<file path="src/rtl/symdec_pkg.sv">
// symdec_pkg: shared types and helpers for the symbol decimator.
// Holds the FSM state type, DECIM bounds and the channel slice index helper.
package symdec_pkg;

   typedef enum logic {
      IDLE = 1'b0,
      RUN  = 1'b1
   } symdec_state_t;

   localparam int DECIM_MIN = 4;
   localparam int DECIM_MAX = 16;

   // LSB position of channel ch inside a packed multi-channel word
   function automatic int chan_lsb(
      input int ch,
      input int w
   );
      return ch * w;
   endfunction

   // The slip scheme relies on at least 4 samples per symbol
   function automatic bit decim_ok(input int d);
      return (d >= DECIM_MIN) && (d <= DECIM_MAX);
   endfunction

endpackage

</file>
<file path="src/rtl/symdec_chan_slice.sv">
// symdec_chan_slice: per-channel output register of the symbol decimator.
// With SYMDEC_AVG_EN defined it averages the current and previous sample.
module symdec_chan_slice
   import symdec_pkg::*;
#(
   parameter int DATA_W = 4
) (
   input  logic              clk,
   input  logic              rst_n,
   input  logic              clr,
   input  logic              smp,
   input  logic              cap,
   input  logic [DATA_W-1:0] din,
   output logic [DATA_W-1:0] dout
);

`ifdef SYMDEC_AVG_EN
   logic [DATA_W-1:0] prev;
   logic [DATA_W:0]   sum;
   logic [DATA_W-1:0] avg;

   // Sign-extended sum; bits [DATA_W:1] are the arithmetic >>>1 truncated
   assign sum = {din[DATA_W-1], din} + {prev[DATA_W-1], prev};
   assign avg = sum[DATA_W:1];

   // Previous valid sample, cleared whenever the block is not running
   always_ff @(posedge clk or negedge rst_n) begin
      if (!rst_n) begin
         prev <= '0;
      end else if (clr) begin
         prev <= '0;
      end else if (smp) begin
         prev <= din;
      end
   end

   // Output register loads the two-sample average at the sample point
   always_ff @(posedge clk or negedge rst_n) begin
      if (!rst_n) begin
         dout <= '0;
      end else if (clr) begin
         dout <= '0;
      end else if (cap) begin
         dout <= avg;
      end
   end
`else
   // Output register loads the raw sample at the sample point
   always_ff @(posedge clk or negedge rst_n) begin
      if (!rst_n) begin
         dout <= '0;
      end else if (clr) begin
         dout <= '0;
      end else if (cap) begin
         dout <= din;
      end
   end
`endif

endmodule

</file>
<file path="src/rtl/symbol_decimator.sv">
// symbol_decimator: multi-channel symbol-rate decimator with phase slip.
// Optional macro SYMDEC_AVG_EN enables two-sample averaging per channel.
module symbol_decimator
   import symdec_pkg::*;
#(
   parameter int DATA_W = 4,
   parameter int CH     = 2,
   parameter int DECIM  = 8,
   parameter int CNT_W  = $clog2(DECIM)
) (
   input  logic                 clk,
   input  logic                 rst_n,
   input  logic                 enable,
   input  logic                 in_valid,
   input  logic [CH*DATA_W-1:0] in_data,
   input  logic [CNT_W-1:0]     sample_phase,
   input  logic                 slip_early,
   input  logic                 slip_late,
   output logic [CH*DATA_W-1:0] out_data,
   output logic                 out_valid,
   output logic                 slip_busy
);

   localparam logic [CNT_W:0]   DEC_X  = (CNT_W+1)'(DECIM);
   localparam logic [CNT_W-1:0] PH_MAX = CNT_W'(DECIM-1);
   localparam logic [CNT_W:0]   STEP1  = (CNT_W+1)'(1);
   localparam logic [CNT_W:0]   STEP2  = (CNT_W+1)'(2);

   if (!decim_ok(DECIM)) begin : g_bad_decim
      $error("symbol_decimator: DECIM outside 4..16");
   end

   symdec_state_t     state;
   logic [CNT_W-1:0]  cnt;
   logic [CNT_W-1:0]  phase_reg;
   logic [CNT_W-1:0]  phase_cl;
   logic              pend_e;
   logic              pend_l;
   logic              post;
   logic              hit;
   logic              run;
   logic              smp;
   logic              cap;
   logic              clr;
   logic              req_one;

   // Counter advance modulo DECIM by one or two samples
   function automatic logic [CNT_W-1:0] wrap(
      input logic [CNT_W-1:0] c,
      input logic [CNT_W:0]   step
   );
      logic [CNT_W:0] s;
      s = {1'b0, c} + step;
      if (s >= DEC_X) begin
         s = s - DEC_X;
      end
      return s[CNT_W-1:0];
   endfunction

   assign phase_cl  = ({1'b0, sample_phase} >= DEC_X) ?
                      PH_MAX : sample_phase;
   assign hit       = (cnt == phase_reg);
   assign run       = (state == RUN) && enable;
   assign smp       = run && in_valid;
   assign cap       = smp && hit;
   assign clr       = !run;
   assign req_one   = slip_early ^ slip_late;
   assign slip_busy = pend_e | pend_l;

   // Control FSM: phase capture, sample counter and slip bookkeeping
   always_ff @(posedge clk or negedge rst_n) begin
      if (!rst_n) begin
         state     <= IDLE;
         cnt       <= '0;
         phase_reg <= '0;
         pend_e    <= 1'b0;
         pend_l    <= 1'b0;
         post      <= 1'b0;
         out_valid <= 1'b0;
      end else begin
         out_valid <= 1'b0;
         unique case (state)
            IDLE: begin
               cnt       <= '0;
               pend_e    <= 1'b0;
               pend_l    <= 1'b0;
               post      <= 1'b0;
               phase_reg <= phase_cl;
               if (enable) begin
                  state <= RUN;
               end
            end
            RUN: begin
               if (!enable) begin
                  state  <= IDLE;
                  cnt    <= '0;
                  pend_e <= 1'b0;
                  pend_l <= 1'b0;
                  post   <= 1'b0;
               end else begin
                  if (in_valid) begin
                     out_valid <= hit;
                     post      <= hit;
                     if (post && pend_l) begin
                        pend_l <= 1'b0;
                     end else if (post && pend_e) begin
                        cnt    <= wrap(cnt, STEP2);
                        pend_e <= 1'b0;
                     end else begin
                        cnt <= wrap(cnt, STEP1);
                     end
                  end
                  if (!slip_busy && req_one) begin
                     pend_e <= slip_early;
                     pend_l <= slip_late;
                  end
               end
            end
         endcase
      end
   end

   for (genvar g = 0; g < CH; g++) begin : g_ch
      localparam int LSB = chan_lsb(g, DATA_W);

      symdec_chan_slice #(
         .DATA_W (DATA_W)
      ) u_slice (
         .clk   (clk),
         .rst_n (rst_n),
         .clr   (clr),
         .smp   (smp),
         .cap   (cap),
         .din   (in_data[LSB +: DATA_W]),
         .dout  (out_data[LSB +: DATA_W])
      );
   end

endmodule

</file>
<file path="config.mk">
export PLATFORM = sky130hd
export DESIGN_NAME = symbol_decimator
export DESIGN_NICKNAME = d
export VERILOG_FILES = /design/src/rtl/symdec_pkg.sv /design/src/rtl/symdec_chan_slice.sv /design/src/rtl/symbol_decimator.sv
export SDC_FILE = /design/constraint.sdc
export NUM_CORES = 1
export LEC_CHECK = 0
export ABC_AREA = 1
export CORE_MARGIN = 3
export CORE_UTILIZATION = 45
export DETAILED_ROUTE_END_ITERATION = 7
export MAX_ROUTING_LAYER = met4
export PLACE_DENSITY_LB_ADDON = 0.08
export SETUP_SLACK_MARGIN = 0.05
export SLEW_MARGIN = 10
export SYNTH_ARGS = -nofsm -noshare
export SYNTH_HDL_FRONTEND = slang
export SYNTH_HIERARCHICAL = 1
export SYNTH_SLANG_ARGS = --single-unit
export TNS_END_PERCENT = 50
</file>
<file path="constraint.sdc">
create_clock -name clk -period 2 [get_ports clk]
set_clock_uncertainty 0.2 [all_clocks]
set_input_delay 0.4 -clock clk [delete_from_list [all_inputs] [get_ports clk]]
set_output_delay 0.4 -clock clk [all_outputs]
set_load 0.05 [all_outputs]
</file>
# After elaboration in Yosys (flattened, before gate mapping)
# Cells that the tools add are included.
# classes
n_div,0
shifts,0
mux,29
n_bitwise,3
magnitude_cmp,2
reduce_logical,10
add_sub_neg,4
mul,0
eq_ne,8
# op_table
cell,count
2-to-1 mux 3 bit,6
2-to-1 mux 4 bit,4
2-to-1 mux 1 bit,15
greater-or-equal comparator 4 bit (second input constant),2
inequality test 4 x 2 -> 1 bit (second input constant),2
inequality test 4 x 3 -> 1 bit (second input constant),2
logical AND 1 bit,6
inequality test 3 bit (second input constant),2
case mux 1 bit (2 select lines),3
case mux 3 bit (2 select lines),1
subtractor 3 x 1 -> 3 bit (second input constant),2
adder 3 x 1 -> 4 bit (second input constant),1
adder 3 x 2 -> 4 bit (second input constant),1
AND reduction 2 bit,2
== test 3 bit,1
AND reduction 3 bit,1
inequality test 2 x 1 -> 1 bit (second input constant),1
zero test 1 bit,1
inverter 1 bit,1
OR 1 bit,1
XOR 1 bit,1
# totals
ram_bits,0
latchBits,0
romBits,0
in_bits,17
output_inout_bits,10
word_cells,65
memories,0
regBits,19

# Longest topological paths before layout
# Gate-level depths: netlist (run 1).
# depth
depth_word,8
mapped_depth,7
mapped_depth_nobuf,7

# Cells and area by module
# Netlist (run 1), hierarchy kept.
# by_module_without_submodules
mod,cells_per_inst,seq_area_each_um2,area_per_inst_um2,n_inst
symbol_decimator,67,275.3,554.3,1
symdec_chan_slice,18,100.1,160.2,2

# Least setup slack after synthesis (run 1)
# No wires, ideal clock.
# synth_timing
kind,reg-to-reg
startpoint,reg state
endpoint,reg g_ch[0].u_slice.dout[0]
t_arrival_ns,1.333
setup_time_ns,0.119
n_path_buf,0
path_stages_with_launch,8
setup_slack_ns,0.348
period_less_slack_ns,1.652
t_required_ns,1.681
cell_sequence,dfrtp_1 -> nand2_4 -> nor2_1 -> nand2_1 -> nor2_1 -> nor2_2 -> nand2_1 -> nand2_1
# synth_via
elab_chain_len,4
word_cells_on_any_way,5
classes_between,eq/ne: 1; mux: 1; reduce/logical: 3
# synth_rtl
item,line,source
from (decl),symbol_decimator.sv:33,symdec_state_t state;
from (signal assigned),symbol_decimator.sv:73,state <= IDLE;
from (signal assigned),symbol_decimator.sv:90,state <= RUN;
from (signal assigned),symbol_decimator.sv:95,state <= IDLE;
logical AND 1 bit,symbol_decimator.sv:63,assign run = (state == RUN) && enable;
logical AND 1 bit,symbol_decimator.sv:64,assign smp = run && in_valid;
via smp,symbol_decimator.sv:42,logic smp;
logical AND 1 bit,symbol_decimator.sv:65,assign cap = smp && hit;
via cap,symbol_decimator.sv:43,logic cap;
inequality test 2 x 1 -> 1 bit (no source line),--,
to (signal assigned),symdec_chan_slice.sv:55,dout <= din;
to (decl),symdec_chan_slice.sv:14,output logic [DATA_W-1:0] dout
# The timed path passes the listed nets, and every way through them passes these cells.
# A chain may end at the register's enable or synchronous reset.

# Worst setup path after layout (run 1)
# layout_timing
startpoint,reg pend_e
endpoint,out slip_busy
# layout_via
elab_chain_len,1
# layout_rtl
item,line,source
from (decl),symbol_decimator.sv:37,logic pend_e;
from (signal assigned),symbol_decimator.sv:114,pend_e <= slip_early;
OR 1 bit,symbol_decimator.sv:68,assign slip_busy = pend_e | pend_l;
to (decl),symbol_decimator.sv:21,output logic slip_busy
# Every way passes these cells.

==> results of run 1 <==
## cell families (layout without fill, tap and decap cells)
kind of cell             Yosys count  count (layout)  synth area share [%]
AND/OR/NAND/NOR                   66              66                 32.90
flip-flops                        19              19                 54.36
buffers and inverters              7              40                 3.005
AO/OA/AOI/OAI                      6               6                 3.719
XOR/XNOR                           2               2                 2.003
multiplexers                       2               2                 2.575
adder cells (fa/ha/maj)            1               1                 1.430
## final cells by class
class,instances,area share (%)
well taps,25,2.629
flip-flops and latches,19,39.96
clock buffers,4,2.208
repair buffers,29,21.66
inverters,7,2.208
multi-input cells,77,31.34
## cell usage in the layout (no fill, tap or decap), drive strengths merged
cell type,netlist,routed
mux2,2,2
clkbuf,0,4
buf,0,13
xnor2,2,2
clkdlybuf4s50,0,16
o21ai,1,1
nand3,14,14
nor2,16,16
nand2,35,35
inv,7,7
a21oi,4,4
dfrtp,19,19
or2,1,1
ha,1,1
o211ai,1,1
## final timing paths
kind | to | slack [ns] | cells past startpoint
setup / recovery | slip_busy | 0.34 | 3
setup reg to reg | g_ch[0].u_slice/dout[3] | 0.37 | 7
max in group asynchronous | g_ch[1].u_slice/dout[1] | 1.16 | 2
min in group clk | g_ch[1].u_slice/dout[1] | 0.28 | 2
hold reg to reg | g_ch[1].u_slice/dout[1] | 0.28 | 2
hold / removal | cnt[1] | 0.24 | 2
## cells in the mapped netlist
cell type / n
a21oi_1: 4
or2_2: 1
dfrtp_1: 19
ha_1: 1
inv_1: 7
nand2_1: 34
nor2_2: 5
nor2_1: 11
nand3_1: 14
mux2_2: 2
xnor2_1: 2
o21ai_1: 1
nand2_4: 1
o211ai_1: 1
## critical path, stage by stage, from the launching register on
cell and delay [ns]:
dfrtp_1 0.43, nor2_1 0.10, inv_1 0.06, buf_4 0.18
## where the power goes
part	leakage [nW]	internal, W	switching, W
Sequential	0.253	0.000397	0.0000118
Combinational	0.365	0.0000568	0.0000559
Clock	0.0150	0.0000776	0.000113
Total	0.633	0.000531	0.000180
## per-layer routing
layer	vias up	part of all wire (%)	global-route usage (%)
met2	20	44	25.65
met5	-	0	-
met3	4	6.4	3.927
met1	346	48	21.32
met4	0	1.6	8.295
li1	392	-	-
## stage by stage
stage                     instance area (sq um)  total power, W  utilization (%)  instances
after floorplan                           874.6       0.0004700                -        103
after global placement                     1164       0.0005275            65.26        157
after detailed placement                   1164       0.0005297            65.26        157
after CTS                                  1190       0.0007261            66.74        161
after global routing                       1190       0.0007576            66.74        161
final                                      1190       0.0007115            66.74        161
==> results_dict.tcl, run 1 <==
set metrics [dict create \
    cts_buffers 3 \
    cts_tree "built" \
    vias 762 \
    clock_sinks 19 \
    die_area_sq_um 2509 \
    nets 155 \
    timing.final.crit_period_ns 1.662 \
    synth_top_cell_by_area "dfrtp_1" \
    rsz0062_at_grt "false" \
    p_per_area_nw_per_um2 597.9 \
    setup_viol 0 \
    dieWidth_microns 50.09 \
    syn-cell-area_sq_um 874.6 \
    place_ws_ns 0.03101 \
    avgViaCountPerCell 4.733 \
    seqCellArea_sq_um 475.5 \
    diodes 0 \
    grt_max_degree 20 \
    drv_cap 0 \
    clockBufferDepth 2 \
    ys_types 14 \
    syn_inst 103 \
    cp_max_fo 4 \
    avgSynthCellArea_sq_um 8.491 \
    drt-initial-drc-count 9 \
    syn_nets 121 \
    track_usage_pct 16.99 \
    area_growth_pct 36.05 \
    setup_slack_ns 0.3378 \
    outcome "completed" \
    clk_latency_ns 0.29 \
    hold_viol 0 \
    antenna_found_initial 0 \
    firstDrtPassIters 4 \
    synth-seq-area-share_pct 54.36 \
    start_util_pct 49.05 \
    finalCritPeriodShare_pct 83.11 \
    required_ns 1.40 \
    startpoint "pend_e" \
    cts_hold_buf 0 \
    hpwlAfterDp_mm 1.309 \
    grt_pass1_vias 735 \
    synth_seq_cells 19 \
    fin_tns_setup_ns 0 \
    ir_drop_mv 0.5272 \
    cp_data_arrival_time_ns 1.06 \
    remaining_drc_errors 0 \
    yosys.area.top_type_share_pct 54.36 \
    ys_warn_count 6 \
    cts_root_buf "clkbuf_4" \
    fillerInstances 164 \
    tightestPinTransition_ns 0.2664 \
    grt.overflow.total 0 \
    gp_congestion 0.8136 \
    grt_pass1_wl_mm 3.146 \
    port_buffers 26 \
    multi_input_area_sq_um 372.9 \
    worst_setup_path_end_kind "output port" \
    synth_area_leaders "dfrtp_1 (54%), nand2_1 (15%), nand3_1 (8.0%), nor2_1 (4.7%), nor2_2 (3.6%)" \
    dieHeight_microns 50.09 \
    wire_per_inst_microns 10.58 \
    timing.hold.ws_ns 0.2350 \
    post_cts_buffers 0 \
    max_freq_ghz 0.6016 \
    cellLeakagePower_nw 0.6334 \
    r2r-start "cnt[0]" \
    worstSetupPathType "register to output port" \
    htreeDepth 1 \
    hp-class "input pin to async pin" \
    clkTransAtPathRegs_ns 0.10 \
    ant_nets 0 \
    totalWireLength_mm 1.703 \
    core.rowCount 15 \
    drive_above_1_share_pct 18.38 \
    coreArea_sq_um 1783 \
    pin_count 27 \
    post_cts_resized 0 \
    final_max_slew_viol_count 0 \
    cp-start-kind "register" \
    max_slew_margin_pct 82.22 \
    largest_reg_flops 8 \
]
Power figures use the tool's default switching activity.
==> run 2: changes to the inputs <==
--- a/config.mk
+++ b/config.mk
@@ -7,7 +7,7 @@
 export LEC_CHECK = 0
 export ABC_AREA = 1
 export CORE_MARGIN = 3
-export CORE_UTILIZATION = 45
+export CORE_UTILIZATION = 40
 export DETAILED_ROUTE_END_ITERATION = 7
 export MAX_ROUTING_LAYER = met4
 export PLACE_DENSITY_LB_ADDON = 0.08
==> constraint.sdc (replaced) <==
create_clock -name clk -period 1.4 [get_ports clk]
set_clock_uncertainty 0.2 [all_clocks]
set_input_delay 0.28 -clock clk [delete_from_list [all_inputs] [get_ports clk]]
set_output_delay 0.28 -clock clk [all_outputs]
set_load 0.05 [all_outputs]
==> run 2 against run 1 <==
Net effect: the run now ends with negative setup slack left; sequential power rose by 43%; clock power rose by 49%; die area rose by 11%; setup slack got worse by 0.45 ns; cell count rose by 11%; largest cell class is now buffers; critical path type unchanged; power rose by 61%; via count rose by 16%.
==> results_dict.tcl, run 2 (same netlist as run 1, synthesis figures left out) <==
set metrics [dict create \
    ant_nets 0 \
    cellLeakagePower_nw 0.7608 \
    p_per_area_nw_per_um2 724.3 \
    crit_slowest_cell "dfrtp_1" \
    cp_max_fo 2 \
    area_growth_pct 81.26 \
    clk_latency_ns 0.30 \
    totalPowerFinal_w 0.001148 \
    worst-r2r-cell-count 6 \
    reg2reg_slack_ns -0.09 \
    remaining_drc_errors 0 \
    worst_setup_path_end_kind "output port" \
    grt_max_degree 20 \
    cts_tree "built" \
    r2r-start "cnt[1]" \
    fin_tns_setup_ns -0.8267 \
    required_ns 0.92 \
    tightestPinTransition_ns 0.2529 \
    avgViaCountPerCell 4.955 \
    track_usage_pct 19.79 \
    final_cell_mix "nand2_1 (28), dfrtp_1 (19), clkdlybuf4s50_1 (15)" \
    clkTransAtPathRegs_ns 0.11 \
    path_cells "nor2_1 > inv_1 > buf_12" \
    ir_drop_mv 0.9401 \
    drive_above_1_share_pct 39.47 \
    totalWireLength_mm 2.436 \
    cts_hold_buf 0 \
    antenna_found_initial 0 \
    rsz0062_at_grt "true" \
    timing.final.crit_period_ns 1.512 \
    htreeDepth 1 \
    vias 887 \
    drv_cap 0 \
    setup_slack_ns -0.1123 \
    firstDrtPassIters 4 \
    grt.overflow.total 0 \
    min_to "state" \
    nets 171 \
    max_stage_delay_ns 0.40 \
    dieWidth_microns 52.76 \
    diodes 0 \
    die_area_sq_um 2784 \
    clock_sinks 19 \
    drt-initial-drc-count 12 \
    grt_pass1_vias 869 \
    pin_count 27 \
    wire_per_inst_microns 13.61 \
    max_freq_ghz 0.6613 \
    cp-start-kind "register" \
    port_buffers 26 \
    hp-class "input pin to register" \
    dieHeight_microns 52.76 \
    core.rowCount 16 \
    setup_viol 10 \
    largest_reg_flops 8 \
    layout_commonest_cell "nand2_1" \
    coreArea_sq_um 2022 \
    hp-start "enable" \
    start_util_pct 43.25 \
    hpwlAfterDp_mm 1.446 \
    max_slew_margin_pct 83.14 \
    cts_buffers 3 \
    final_max_slew_viol_count 0 \
    place_ws_ns -0.4146 \
    outcome "finished, violations left" \
    cts_root_buf "clkbuf_4" \
    finalCritPeriodShare_pct 108.0 \
    hold_viol 0 \
    cp_data_arrival_time_ns 1.03 \
    gp_congestion 0.7199 \
    worstSetupPathType "register to output port" \
    timing.rr.end "g_ch[1].u_slice/dout[0]" \
    grt_pass1_wl_mm 3.808 \
    clockBufferDepth 2 \
    hold_path_depth 1 \
    violations "negative setup slack" \
]
-- run 2: metal layers --
| layer | global-route usage (%) | part of all wire (%) |
|---|---|---|
| met2 | 32.64 | 50 |
| met4 | 8.936 | 2.7 |
| met5 | - | 0 |
| met1 | 23.16 | 42 |
| met3 | 3.989 | 5.2 |
-- run 2: area by class of cell --
| type | instances | area (sq um) |
|---|---|---|
| Clock buffer | 4 | 26.28 |
| Fill cell | 132 | 436.7 |
| Inverter | 7 | 26.28 |
| Multi-Input combinational cell | 78 | 505.5 |
| Sequential cell | 19 | 475.5 |
| Tap cell | 27 | 33.78 |
| Timing Repair Buffer | 44 | 518.0 |
-- run 2: where the power goes --
part,switching [W],internal (W),total [W]
clock,0.000173,0.000111,0.000284
sequential,0.0000160,0.000567,0.000583
combinational,0.000132,0.000150,0.000282
total,0.000321,0.000828,0.00115
-- run 2: critical path, delay by kind of cell, from the launching register on --
| family | cells | cell delay (ns) |
|---|---|---|
| simple gates | 1 | 0.11 |
| flops | 1 | 0.40 |
| buf+inv | 2 | 0.23 |
-- run 2: how the worst max path moves through the flow --
| stage | startpoint | endpoint | slack, ns | depth (start not counted) |
|---|---|---|---|---|
| after global placement | enable | g_ch[0].u_slice/dout[2] | -0.37 | 8 |
| after detailed placement | enable | g_ch[1].u_slice/dout[1] | -0.41 | 8 |
| after floorplan | state | g_ch[0].u_slice/dout[0] | -0.01 | 7 |
| after CTS | pend_l | slip_busy | -0.11 | 3 |
| final | pend_l | slip_busy | -0.11 | 3 |
| after global routing | phase_reg[1] | g_ch[1].u_slice/dout[2] | -0.17 | 6 |
-- run 2: per-stage QoR --
stage | area [sq um] | hold slack, ns | instances | util [%]
5_1_grt | 1585 | 0.06828 | 179 | 78.40
6_report | 1585 | 0.07639 | 179 | 78.40
2_1_floorplan | 887.1 | -0.2156 | 103 | -
4_1_cts | 1479 | 0.07456 | 176 | 73.14
3_5_place_dp | 1369 | 0.3198 | 166 | 67.70
3_3_place_gp | 1369 | 0.3152 | 166 | 67.70
-- run 2: timing repair --
action                     in CTS  in global routing
pin swaps                       5                 13
setup endpoints to repair      22                 24
gates resized for setup        10                 20
gates cloned                    1                  0
buffers inserted                5                  3
